**src/rtl/uart_rx_core_if.sv**
```systemverilog
// Serial-in / byte-out bundle between the UART receiver and its consumer.
// The receiver takes the slave view; the line driver / byte consumer takes master.
interface uart_rx_core_if;
    logic       rx;
    logic [7:0] rx_data;
    logic       rx_ready;
    logic       rx_frame_err;
    logic       rx_busy;

    modport slave  (input  rx,
                    output rx_data, rx_ready, rx_frame_err, rx_busy);
    modport master (output rx,
                    input  rx_data, rx_ready, rx_frame_err, rx_busy);
endinterface

```
**src/rtl/uart_rx_core.sv**
```systemverilog
// 8N1 UART receiver: 2-flop input synchroniser, mid-bit sampling FSM,
// one-cycle rx_ready / rx_frame_err pulses, break hold-off after a bad stop bit.
module uart_rx_core #(
    parameter int CLK_FREQ = 50000000,
    parameter int BAUD     = 115200
) (
    input  logic           clk,
    input  logic           rst,
    uart_rx_core_if.slave  bus
);
    localparam int CLKS_PER_BIT = CLK_FREQ / BAUD;
    localparam int HALF_BIT     = CLKS_PER_BIT / 2;
    localparam int CW           = $clog2(CLKS_PER_BIT);

    localparam logic [CW-1:0] CNT_MAX  = CW'(CLKS_PER_BIT - 1);
    localparam logic [CW-1:0] CNT_HALF = CW'(HALF_BIT - 1);

    // Below 4 clocks per bit the half-bit start check collapses onto the edge.
    if (CLKS_PER_BIT < 4) begin : g_bad_baud
        $error("uart_rx_core: CLKS_PER_BIT must be at least 4");
    end

    typedef enum logic [2:0] {
        IDLE,
        START,
        DATA,
        STOP,
        BRK
    } state_t;

    state_t        state_q, state_d;
    logic [CW-1:0] cnt_q, cnt_d;
    logic [2:0]    bidx_q, bidx_d;
    logic [7:0]    sh_q, sh_d;
    logic [7:0]    data_q, data_d;
    logic          ready_q, ready_d;
    logic          ferr_q, ferr_d;
    logic [1:0]    sync_q, sync_d;
    logic          rx_s;

    // Synchroniser shift: bit 0 takes the raw pin, bit 1 is the clean sample.
    always_comb begin
        sync_d = {sync_q[0], bus.rx};
    end

    assign rx_s = sync_q[1];

    // Synchroniser flops reset to idle-high so reset never looks like a start bit.
    always_ff @(posedge clk or posedge rst) begin
        if (rst) sync_q <= 2'b11;
        else     sync_q <= sync_d;
    end

    // Frame sequencing: START waits half a bit so later samples land mid-bit.
    always_comb begin
        state_d = state_q;
        cnt_d   = cnt_q;
        bidx_d  = bidx_q;
        sh_d    = sh_q;
        data_d  = data_q;
        ready_d = 1'b0;
        ferr_d  = 1'b0;
        case (state_q)
            IDLE: begin
                cnt_d = '0;
                if (!rx_s) state_d = START;
            end
            START: begin
                if (cnt_q == CNT_HALF) begin
                    cnt_d  = '0;
                    bidx_d = '0;
                    // Line back high at mid-start: treat as a glitch.
                    state_d = rx_s ? IDLE : DATA;
                end else begin
                    cnt_d = cnt_q + CW'(1);
                end
            end
            DATA: begin
                if (cnt_q == CNT_MAX) begin
                    cnt_d = '0;
                    sh_d  = {rx_s, sh_q[7:1]};
                    if (bidx_q == 3'd7) state_d = STOP;
                    else                bidx_d  = bidx_q + 3'd1;
                end else begin
                    cnt_d = cnt_q + CW'(1);
                end
            end
            STOP: begin
                if (cnt_q == CNT_MAX) begin
                    cnt_d = '0;
                    if (rx_s) begin
                        data_d  = sh_q;
                        ready_d = 1'b1;
                        state_d = IDLE;
                    end else begin
                        ferr_d  = 1'b1;
                        state_d = BRK;
                    end
                end else begin
                    cnt_d = cnt_q + CW'(1);
                end
            end
            BRK: begin
                // Held-low line: wait for release rather than decoding 0x00s.
                cnt_d = '0;
                if (rx_s) state_d = IDLE;
            end
            default: state_d = IDLE;
        endcase
    end

    // FSM and datapath registers.
    always_ff @(posedge clk or posedge rst) begin
        if (rst) begin
            state_q <= IDLE;
            cnt_q   <= '0;
            bidx_q  <= '0;
            sh_q    <= '0;
            data_q  <= '0;
            ready_q <= 1'b0;
            ferr_q  <= 1'b0;
        end else begin
            state_q <= state_d;
            cnt_q   <= cnt_d;
            bidx_q  <= bidx_d;
            sh_q    <= sh_d;
            data_q  <= data_d;
            ready_q <= ready_d;
            ferr_q  <= ferr_d;
        end
    end

    assign bus.rx_data      = data_q;
    assign bus.rx_ready     = ready_q;
    assign bus.rx_frame_err = ferr_q;
    assign bus.rx_busy      = (state_q != IDLE);
endmodule
```
**src/flat_wrapper.sv**
```systemverilog
// flat-port wrapper written by rule: the top's interface ports become plain ports
module uart_rx_core_flat 
#(
    parameter int CLK_FREQ = 50000000,
    parameter int BAUD     = 115200
)
  (clk, rst, bus_rx, bus_rx_data, bus_rx_ready, bus_rx_frame_err, bus_rx_busy);
  uart_rx_core_if bus_i ();
  input  logic clk;
  input  logic rst;
  input wire logic [$bits(bus_i.rx)-1:0] bus_rx;
  output wire logic [$bits(bus_i.rx_data)-1:0] bus_rx_data;
  output wire logic [$bits(bus_i.rx_ready)-1:0] bus_rx_ready;
  output wire logic [$bits(bus_i.rx_frame_err)-1:0] bus_rx_frame_err;
  output wire logic [$bits(bus_i.rx_busy)-1:0] bus_rx_busy;
  assign bus_i.rx = bus_rx;
  assign bus_rx_data = bus_i.rx_data;
  assign bus_rx_ready = bus_i.rx_ready;
  assign bus_rx_frame_err = bus_i.rx_frame_err;
  assign bus_rx_busy = bus_i.rx_busy;
  uart_rx_core #(.CLK_FREQ(CLK_FREQ), .BAUD(BAUD)) u_core (.clk(clk), .rst(rst), .bus(bus_i));
endmodule
```
**config.mk**
```make
export PLATFORM = sky130hd
export DESIGN_NAME = uart_rx_core_flat
export DESIGN_NICKNAME = d
export VERILOG_FILES = /design/src/rtl/uart_rx_core_if.sv /design/src/rtl/uart_rx_core.sv /design/src/flat_wrapper.sv
export SDC_FILE = /design/constraint.sdc
export NUM_CORES = 1
export LEC_CHECK = 0
export CORE_UTILIZATION = 40
export DETAILED_ROUTE_END_ITERATION = 7
export PLACE_DENSITY = 0.66
export SYNTH_ARGS = -nofsm -noshare
export SYNTH_HDL_FRONTEND = slang
export SYNTH_SLANG_ARGS = --single-unit
```
**constraint.sdc**
```tcl
create_clock -name clk -period 5.8 [get_ports clk]
set_input_delay 1.16 -clock clk [delete_from_list [all_inputs] [get_ports clk]]
set_output_delay 1.16 -clock clk [all_outputs]
set_load 0.02 [all_outputs]
```
==> results of run 1 <==
-- worst max-delay path by stage --
stage / startpoint / endpoint / slack (ns) / depth (start not counted)
final: u_core.state_q[0] / bus_rx_busy / 2.96 / 3
after global routing: u_core.state_q[0] / bus_rx_busy / 2.86 / 3
after CTS: u_core.state_q[0] / bus_rx_busy / 2.96 / 3
after detailed placement: u_core.state_q[0] / bus_rx_busy / 3.29 / 3
after global placement: u_core.state_q[0] / bus_rx_busy / 3.35 / 3
after floorplan: u_core.state_q[0] / bus_rx_busy / 3.79 / 3
-- routing by layer --
layer	GRT usage (%)	part of all wire (%)	up-vias
met3	5.07	3.8	6
met5	0	0	-
met2	28.0	50	27
met1	19.3	44	599
li1	-	-	602
met4	7.18	1.5	0
-- registers in the layout (all words and copies together) (netlist names) --
register,count
u_core.bidx_q,3
u_core.bus.rx_data,8
u_core.bus.rx_frame_err,1
u_core.bus.rx_ready,1
u_core.cnt_q,9
u_core.sh_q,8
u_core.state_q,3
u_core.sync_q,2
-- synth_stat cells (3+ instances only) --
library cell               instances  share of area (%)
sky130_fd_sc_hd__mux2_2           11                7.2
sky130_fd_sc_hd__nand3_1           4                1.2
sky130_fd_sc_hd__a21oi_1           4                1.2
sky130_fd_sc_hd__o21ai_0           8                2.3
sky130_fd_sc_hd__nand2b_1          4                1.5
sky130_fd_sc_hd__nand4_1           3                1.1
sky130_fd_sc_hd__ha_1              5                3.6
sky130_fd_sc_hd__buf_2             3               0.87
sky130_fd_sc_hd__and3_1            4                1.5
sky130_fd_sc_hd__nand2_1          36                7.9
sky130_fd_sc_hd__inv_1             8                1.7
sky130_fd_sc_hd__dfrtp_1          33                 48
sky130_fd_sc_hd__nor2_1           10                2.2
-- kinds of logic (layout without fill, tap and decap cells) --
family	after synthesis	in the layout	share of synthesized area [%]
AOI/OAI and AO/OA	24	24	8.88
buffers and inverters	15	30	4.00
muxes	15	15	10.1
xor gates and xnor gates	1	1	0.510
DFF	35	35	51.1
and+or+nand+nor	73	73	21.8
adders and majority gates	5	5	3.64
-- cell type report --
class / instances / area share, %
multi-input cells: 118 / 38.7
clock buffers: 5 / 3.45
well taps: 50 / 3.14
clock inverters: 3 / 2.20
repair buffers: 14 / 6.91
inverters: 8 / 1.51
flip-flops and latches: 35 / 44.1
-- stage by stage --
| step | hold WS (ns) | instance area (um^2) | power (mW) | worst slack, ns | utilization, % |
|---|---|---|---|---|---|
| after floorplan | 0.345 | 1720 | 0.255 | 3.79 | - |
| after global placement | 0.346 | 1880 | 0.258 | 3.35 | 46.3 |
| after detailed placement | 0.353 | 1880 | 0.258 | 3.29 | 46.3 |
| after CTS | 0.368 | 1990 | 0.476 | 2.96 | 49.1 |
| after global routing | 0.375 | 1990 | 0.490 | 2.86 | 49.1 |
| final | 0.370 | 1990 | 0.469 | 2.96 | 49.1 |
-- placed cells by master, fill, tap and decap left out, types with 2 or more instances in the layout --
| cell type | instances |
|---|---|
| sky130_fd_sc_hd__o22ai_1 | 2 |
| sky130_fd_sc_hd__mux2i_1 | 2 |
| sky130_fd_sc_hd__mux2_4 | 2 |
| sky130_fd_sc_hd__dfrtp_1 | 33 |
| sky130_fd_sc_hd__nand4_1 | 3 |
| sky130_fd_sc_hd__a21oi_1 | 4 |
| sky130_fd_sc_hd__and2_1 | 2 |
| sky130_fd_sc_hd__inv_1 | 8 |
| sky130_fd_sc_hd__and3_1 | 4 |
| sky130_fd_sc_hd__a21o_1 | 2 |
| sky130_fd_sc_hd__o2bb2ai_1 | 2 |
| sky130_fd_sc_hd__clkdlybuf4s50_1 | 13 |
| sky130_fd_sc_hd__nand3_1 | 4 |
| sky130_fd_sc_hd__nand2b_1 | 4 |
| sky130_fd_sc_hd__nand2_1 | 36 |
| sky130_fd_sc_hd__nor2_1 | 10 |
| sky130_fd_sc_hd__ha_1 | 5 |
| sky130_fd_sc_hd__dfstp_2 | 2 |
| sky130_fd_sc_hd__mux2_2 | 11 |
| sky130_fd_sc_hd__o21ai_0 | 8 |
| sky130_fd_sc_hd__clkbuf_8 | 5 |
-- critical path, cell delays in order, from the launching register on --
cell and delay [ns]:
sky130_fd_sc_hd__dfrtp_1 0.49, sky130_fd_sc_hd__nor2_1 0.26, sky130_fd_sc_hd__nand2_1 0.10, sky130_fd_sc_hd__clkdlybuf4s50_1 0.54
-- power by group through the flow --
stage / sequential, mW / combinational, mW / clock (mW)
final: 0.246 / 0.00705 / 0.216
after global routing: 0.246 / 0.00840 / 0.236
after CTS: 0.246 / 0.00748 / 0.223
after detailed placement: 0.251 / 0.00751 / 0
after global placement: 0.251 / 0.00722 / 0
after floorplan: 0.250 / 0.00421 / 0
==> results summary, run 1 <==
The run finished with clean final reports. The share of the clock period used by the worst path is 48.9%. For this configuration, the core starts out at a cell density of between 40% and 50%. At the pin with the least slew margin, the transition time is 0.636 ns.

The number of register bits inferred by synthesis came out at 35. In this run the critical register-to-register path is captured at u_core.sh_q[6]. The final weighted congestion in routability-driven placement is between 0.8 and 0.9.

The antenna diode count came out at 0. The endpoint of the worst hold path is u_core.sync_q[1]. The tightest min-delay check is of the flop to flop type. The remaining antenna violation count came out at 0.

The synthesized netlist cell count is around 170. During placement, the flow inserted port buffers numbering 13. The post-detailed-route via-to-cell ratio came out at around 5.3.

The number of max-capacitance violations reported came out at 0. The number of rows created at floorplan came out at 23. The net switching power of the design came out at 94.0 uW. The total of cells resized after clock tree synthesis is 0. The DRC violations left is 0. In the synthesized netlist the dominant register cell turns out to be sky130_fd_sc_hd__dfrtp_1. For this run, the number of standard cells in the final layout without fillers is 233. The hold buffer count at cts is 0.

The sum of negative setup slack is 0 ns. The type of origin of the critical path is a flop. Sequential cells were found to cover about half of the synthesized design area. The combined area of the multi-input logic cells is around 770 um^2.

The power density over the cells is 235 nW/um^2. The worst reg-to-reg setup slack is roughly 3.7 ns. The first-pass iteration count of the detailed router is 4. The cell-internal power came out at between 300 and 400 uW. In this run, the clock network consumes around 46% of the power. The maximum clock insertion buffer count came out at 2. The boundary pin count came out at 14. The width of the die came out at slightly below 70 um. The fraction of layout cells with a size suffix above 1 came out at around 16%. Based on the critical path, the design can be clocked at up to between 300 and 400 MHz.

Counting flops with an async set or reset pin after synthesis yields a share of 100%. The hold violation count in the final report is 0. The tree is rooted in a sky130_fd_sc_hd__clkbuf_8. The number of endpoints failing setup at the final stage came out at 0. Wires add up to just over 3000 um. The worst hold path begins at u_core.sync_q[0].

The detailed-route wire length per cell came out at 13.4 um. Once detailed placement completed, the half-perimeter wirelength came to between 2000 and 2500 um. The count of warnings emitted by yosys came out at 0.

The die footprint is approximately 4600 um^2. The post-CTS repair timing setup buffer count came out at 0. The post-synthesis to final-layout area growth is 15.9%. The share of total power in combinational logic came out at 1.5%. The number of nets in the layout is 190. The final count of pins violating max slew came out at 0.

The number of nets handed over by synthesis was between 150 and 200. The worst relative slew slack is 57.5%. The distinct cell type count after synthesis came out at 40. The standard cell core area came out at ~4100 um^2. The filler cell count came out at 360.

After clock tree synthesis, the clock-pin slew on the worst setup and hold paths is ~0.070 ns. The clock tree from TritonCTS is built. The class of the most critical setup path is flop to output pin. The depth of the worst register-to-register path came out at 6. The total overflow left after global routing is 0.

The area of the mapped netlist came out at around 1700 um^2. The source-to-sink clock delay at the later pin of the worst-skew pair is around 0.29 ns. Clock tree synthesis inserted a total of 5 buffers. In this run the mean area of a mapped cell was a little over 10 um^2.

The placed cell count came out at around 230. The clock net sink count is 35. The first-pass GRT wire length is between 5000 and 6000 um. The sequential cell area is around 900 um^2. The startpoint identified for the worst register-to-register timing path is u_core.cnt_q[1].

The synthesized design contains 0 enable-type register cells. The total routing usage reported by global routing is roughly 17%. The depth of the CTS H-tree came out at 2. The signal arrival time at the worst endpoint is 1.68 ns.

The total leakage power came out at between 0.9 and 1 nW. The minimum clock period after layout is approximately 2.8 ns. The violation count after the first detailed-route iteration is 90.

The height of the die is 67.6 um. Setup repair after global routing left no endpoint under its margin. The proportion of total power due to net switching came out at about a fifth. The via count of the first global-routing pass came out at 1248.

Detailed routing inserted a total of about 1200 vias. Entering global routing, the biggest net connects 36 pins. The worst vdd rail ir drop is 0.145 mV. The sequential share of power came out at 52.5%. The worst setup path is captured at an output pin. The number of cells on the worst hold path is 0. The worst clock skew is between 0.009 and 0.01 ns. The critical path required time is roughly 4.6 ns. Along the worst path, the maximum fanout reaches 11. The initial antenna violation count is 0.
(Power assumes the default switching activity.)
==> inputs of run 2 (changes only) <==
==> constraint.sdc (replaced) <==
create_clock -name clk -period 2.95 [get_ports clk]
set_input_delay 0.59 -clock clk [delete_from_list [all_inputs] [get_ports clk]]
set_output_delay 0.59 -clock clk [all_outputs]
set_load 0.02 [all_outputs]
==> results summary, run 2 (synthesis results as in run 1) <==
The final design instance area without fill came out at 1990 um^2 (unchanged). The width of the die is 67.6 um (unchanged). The final count of pins violating max slew is 0 (unchanged).

The via count is 1210 (-1.9%). The post-CTS repair timing setup buffer count is 0 (unchanged). The launch point of the worst reg-to-reg path is u_core.cnt_q[1]. The worst hold path belongs to the class flop to flop. The number of endpoints failing setup at the final stage came out at 0 (unchanged). Timing would allow up to about 440 MHz. The initial core utilization came out at 42.4% (unchanged).

The boundary pin count is 14 (unchanged). The clock net sink count is 35 (unchanged). Walking the worst path, the cells encountered are nor2_1, nand2_1, clkdlybuf4s50_1.

The transition time of the tightest slew-check pin came out at 0.709 ns (+0.0734 ns). The source-to-sink clock delay at the later pin of the worst-skew pair came to 0.29 ns (about the same). The number of rows created at floorplan came out at 23 (unchanged). The buffers plus inverters on the worst setup path came to 1 (unchanged).

The depth of the CTS H-tree came out at 2 (unchanged). The commonest non-fill, non-tap cell in the layout is sky130_fd_sc_hd__nand2_1. The post-synthesis to final-layout area growth was 15.9% (unchanged). The die footprint was 4560 um^2 (unchanged). The standard cell core area is 4060 um^2 (unchanged). The number of nets in the layout was 190 (unchanged). The net switching power of the design came out at 188 uW (+100%).

The antenna diode count came to 0 (unchanged). The clock transition at the registers of the reported paths was 0.08 ns (about the same). The height of the die came out at 67.6 um (unchanged). The maximum number of pins on one net before global-route repair is 36 (unchanged). The cell-internal power came out at 738 uW (+97%). The initial antenna violation count is 0 (unchanged). The worst vdd rail ir drop came out at 0.286 mV (+97%).

The flow ran to the end, and the final reports show no timing, DRC or antenna violations. The share of total power in combinational logic came out at 1.5% (about the same). The worst relative slew slack came out at 52.6% (-4.9 points). The proportion of total power due to net switching is 20.3% (+0.27 points). The post-route total power was 926 uW (+97%). The hold violation count in the final report is 0 (unchanged).

The worst setup path is captured at an output pin. The first-pass iteration count of the detailed router came to 4 (unchanged). The signal arrival time at the worst endpoint came to 1.69 ns (about the same). The number of cells in the finished layout apart from fillers is 233 (unchanged).

The most critical setup path has its startpoint at u_core.state_q[0]. The global route total overflow came out at 0 (unchanged). The first-pass GRT wire length is 5200 um (-6.7%). The area of placed instances came out at 1880 um^2 (unchanged). Ranked by flip-flop count, first place goes to u_core.cnt_q. The critical path required time is 2.36 ns (-2.28 ns). The remaining antenna violation count is 0 (unchanged).

The power density over the cells is 464 nW/um^2 (+97%). The placed cell count came out at 225 (unchanged). The type of origin of the critical path is a flop.

The via count of the first global-routing pass is 1148 (-8.0%). The worst clock skew came to 0.00758 ns (-0.00154 ns). The clock tree root buffer cell is sky130_fd_sc_hd__clkbuf_8. Setup repair after global routing left no endpoint under its margin. The class of the most critical setup path is flop to output pin. The post-detailed-route via-to-cell ratio is 5.19 (-1.9%).

The maximum clock insertion buffer count was 2 (unchanged). The violation count after the first detailed-route iteration is 83 (-7.8%). The number of max-capacitance violations reported is 0 (unchanged). The minimum clock period after layout came out at about 2.3 ns. On the critical path, the stage with the largest delay is an instance of sky130_fd_sc_hd__clkdlybuf4s50_1. The fraction of layout cells with a size suffix above 1 is 15.8% (unchanged). The utilization after layout is 49.1% (unchanged).

The detailed-route wire length per cell came out at 13.3 um (-0.90%). The hold buffer count at cts came out at 0 (unchanged). The share of the clock period used by the worst path is about 77%.

Leaving out fill and tap cells, the most frequent cells in the layout are sky130_fd_sc_hd__nand2_1 (36), sky130_fd_sc_hd__dfrtp_1 (33), sky130_fd_sc_hd__clkdlybuf4s50_1 (13). The sequential share of power is 52.2% (-0.3 points). The filler cell count is 364 (+1.1%). The total routing usage reported by global routing came to 15.9% (-0.72 points).

The total leakage power is 0.946 nW (unchanged). The total CTS buffers is 5 (unchanged). The total of cells resized after clock tree synthesis came out at 0 (unchanged). TritonCTS built the clock tree. The total detailed-routing wirelength came to 3090 um (-0.90%). The number of input and output port buffers inserted is 13 (unchanged). The clock share of power is 46.3% (+0.3 points). The sum of negative setup slack is 0 ns (unchanged). The DRC violations left is 0 (unchanged).

The number of flip-flops in the largest register came out at 9 (unchanged). The highest net fanout along the worst path is 11 (unchanged). The half-perimeter wire length after placement came out at 2200 um (-5.3%). On the critical path the largest part of the delay comes from buffers and inverters. The final weighted congestion in routability-driven placement came out at 0.847 (-4.9%). The startpoint identified for the worst hold timing path is u_core.sync_q[0]. The delay contributed by the slowest stage of the critical path came out at 0.54 ns (about the same).
[run 2: cell counts in the layout (fill, tap and decap cells not counted)]
No cell type changed its count.
[run 2: final timing paths]
path | to | slack (ns) | cells past startpoint
setup reg to reg | u_core.sh_q[6] | 0.76 | 6
setup / recovery | bus_rx_busy | 0.67 | 3
max in group asynchronous | u_core.sync_q[0] | 1.92 | 3
hold reg to reg | u_core.sync_q[1] | 0.36 | 0
hold / removal | u_core.sync_q[1] | 0.36 | 0
min in group asynchronous | u_core.bus.rx_frame_err | 0.69 | 3
[run 2: layout make-up]
| class | count | area [um^2] | share of cell area, % |
|---|---|---|---|
| clock inverters | 3 | 43.8 | 2.20 |
| flip-flops and latches | 35 | 878 | 44.1 |
| clock buffers | 5 | 68.8 | 3.45 |
| well taps | 50 | 62.6 | 3.14 |
| inverters | 8 | 30.0 | 1.51 |
| repair buffers | 14 | 138 | 6.91 |
| multi-input cells | 118 | 772 | 38.7 |
[run 2: per-layer routing]
layer  vias up  GRT usage [%]  part of all wire (%)
met5         -              0                     0
met4         0           8.78                   2.2
met3         9           5.07                   3.5
met2        19           24.3                    46
met1       583           19.7                    48
li1        599              -                     -
[run 2: power groups by stage]
| stage | Clock (mW) | Sequential, mW | Combinational, mW |
|---|---|---|---|
| floorplan | 0 | 0.492 | 0.00828 |
| global placement | 0 | 0.493 | 0.0144 |
| detailed placement | 0 | 0.493 | 0.0148 |
| CTS | 0.439 | 0.484 | 0.0148 |
| global route | 0.468 | 0.484 | 0.0164 |
| finish | 0.428 | 0.484 | 0.0139 |
[run 2: worst reg2reg max path, cell delays in order, from the launching register on]
cell	delay, ns
sky130_fd_sc_hd__dfrtp_1	0.39
sky130_fd_sc_hd__inv_1	0.10
sky130_fd_sc_hd__ha_1	0.17
sky130_fd_sc_hd__and2_1	0.20
sky130_fd_sc_hd__and3_4	0.23
sky130_fd_sc_hd__nor2b_1	0.59
sky130_fd_sc_hd__mux2_2	0.41
[run 2: through the flow]
stage               hold slack, ns  setup WS [ns]
floorplan                    0.345           1.07
global placement             0.349          0.833
CTS                          0.358          0.676
finish                       0.357          0.670
detailed placement           0.347          0.795
global route                 0.366          0.559
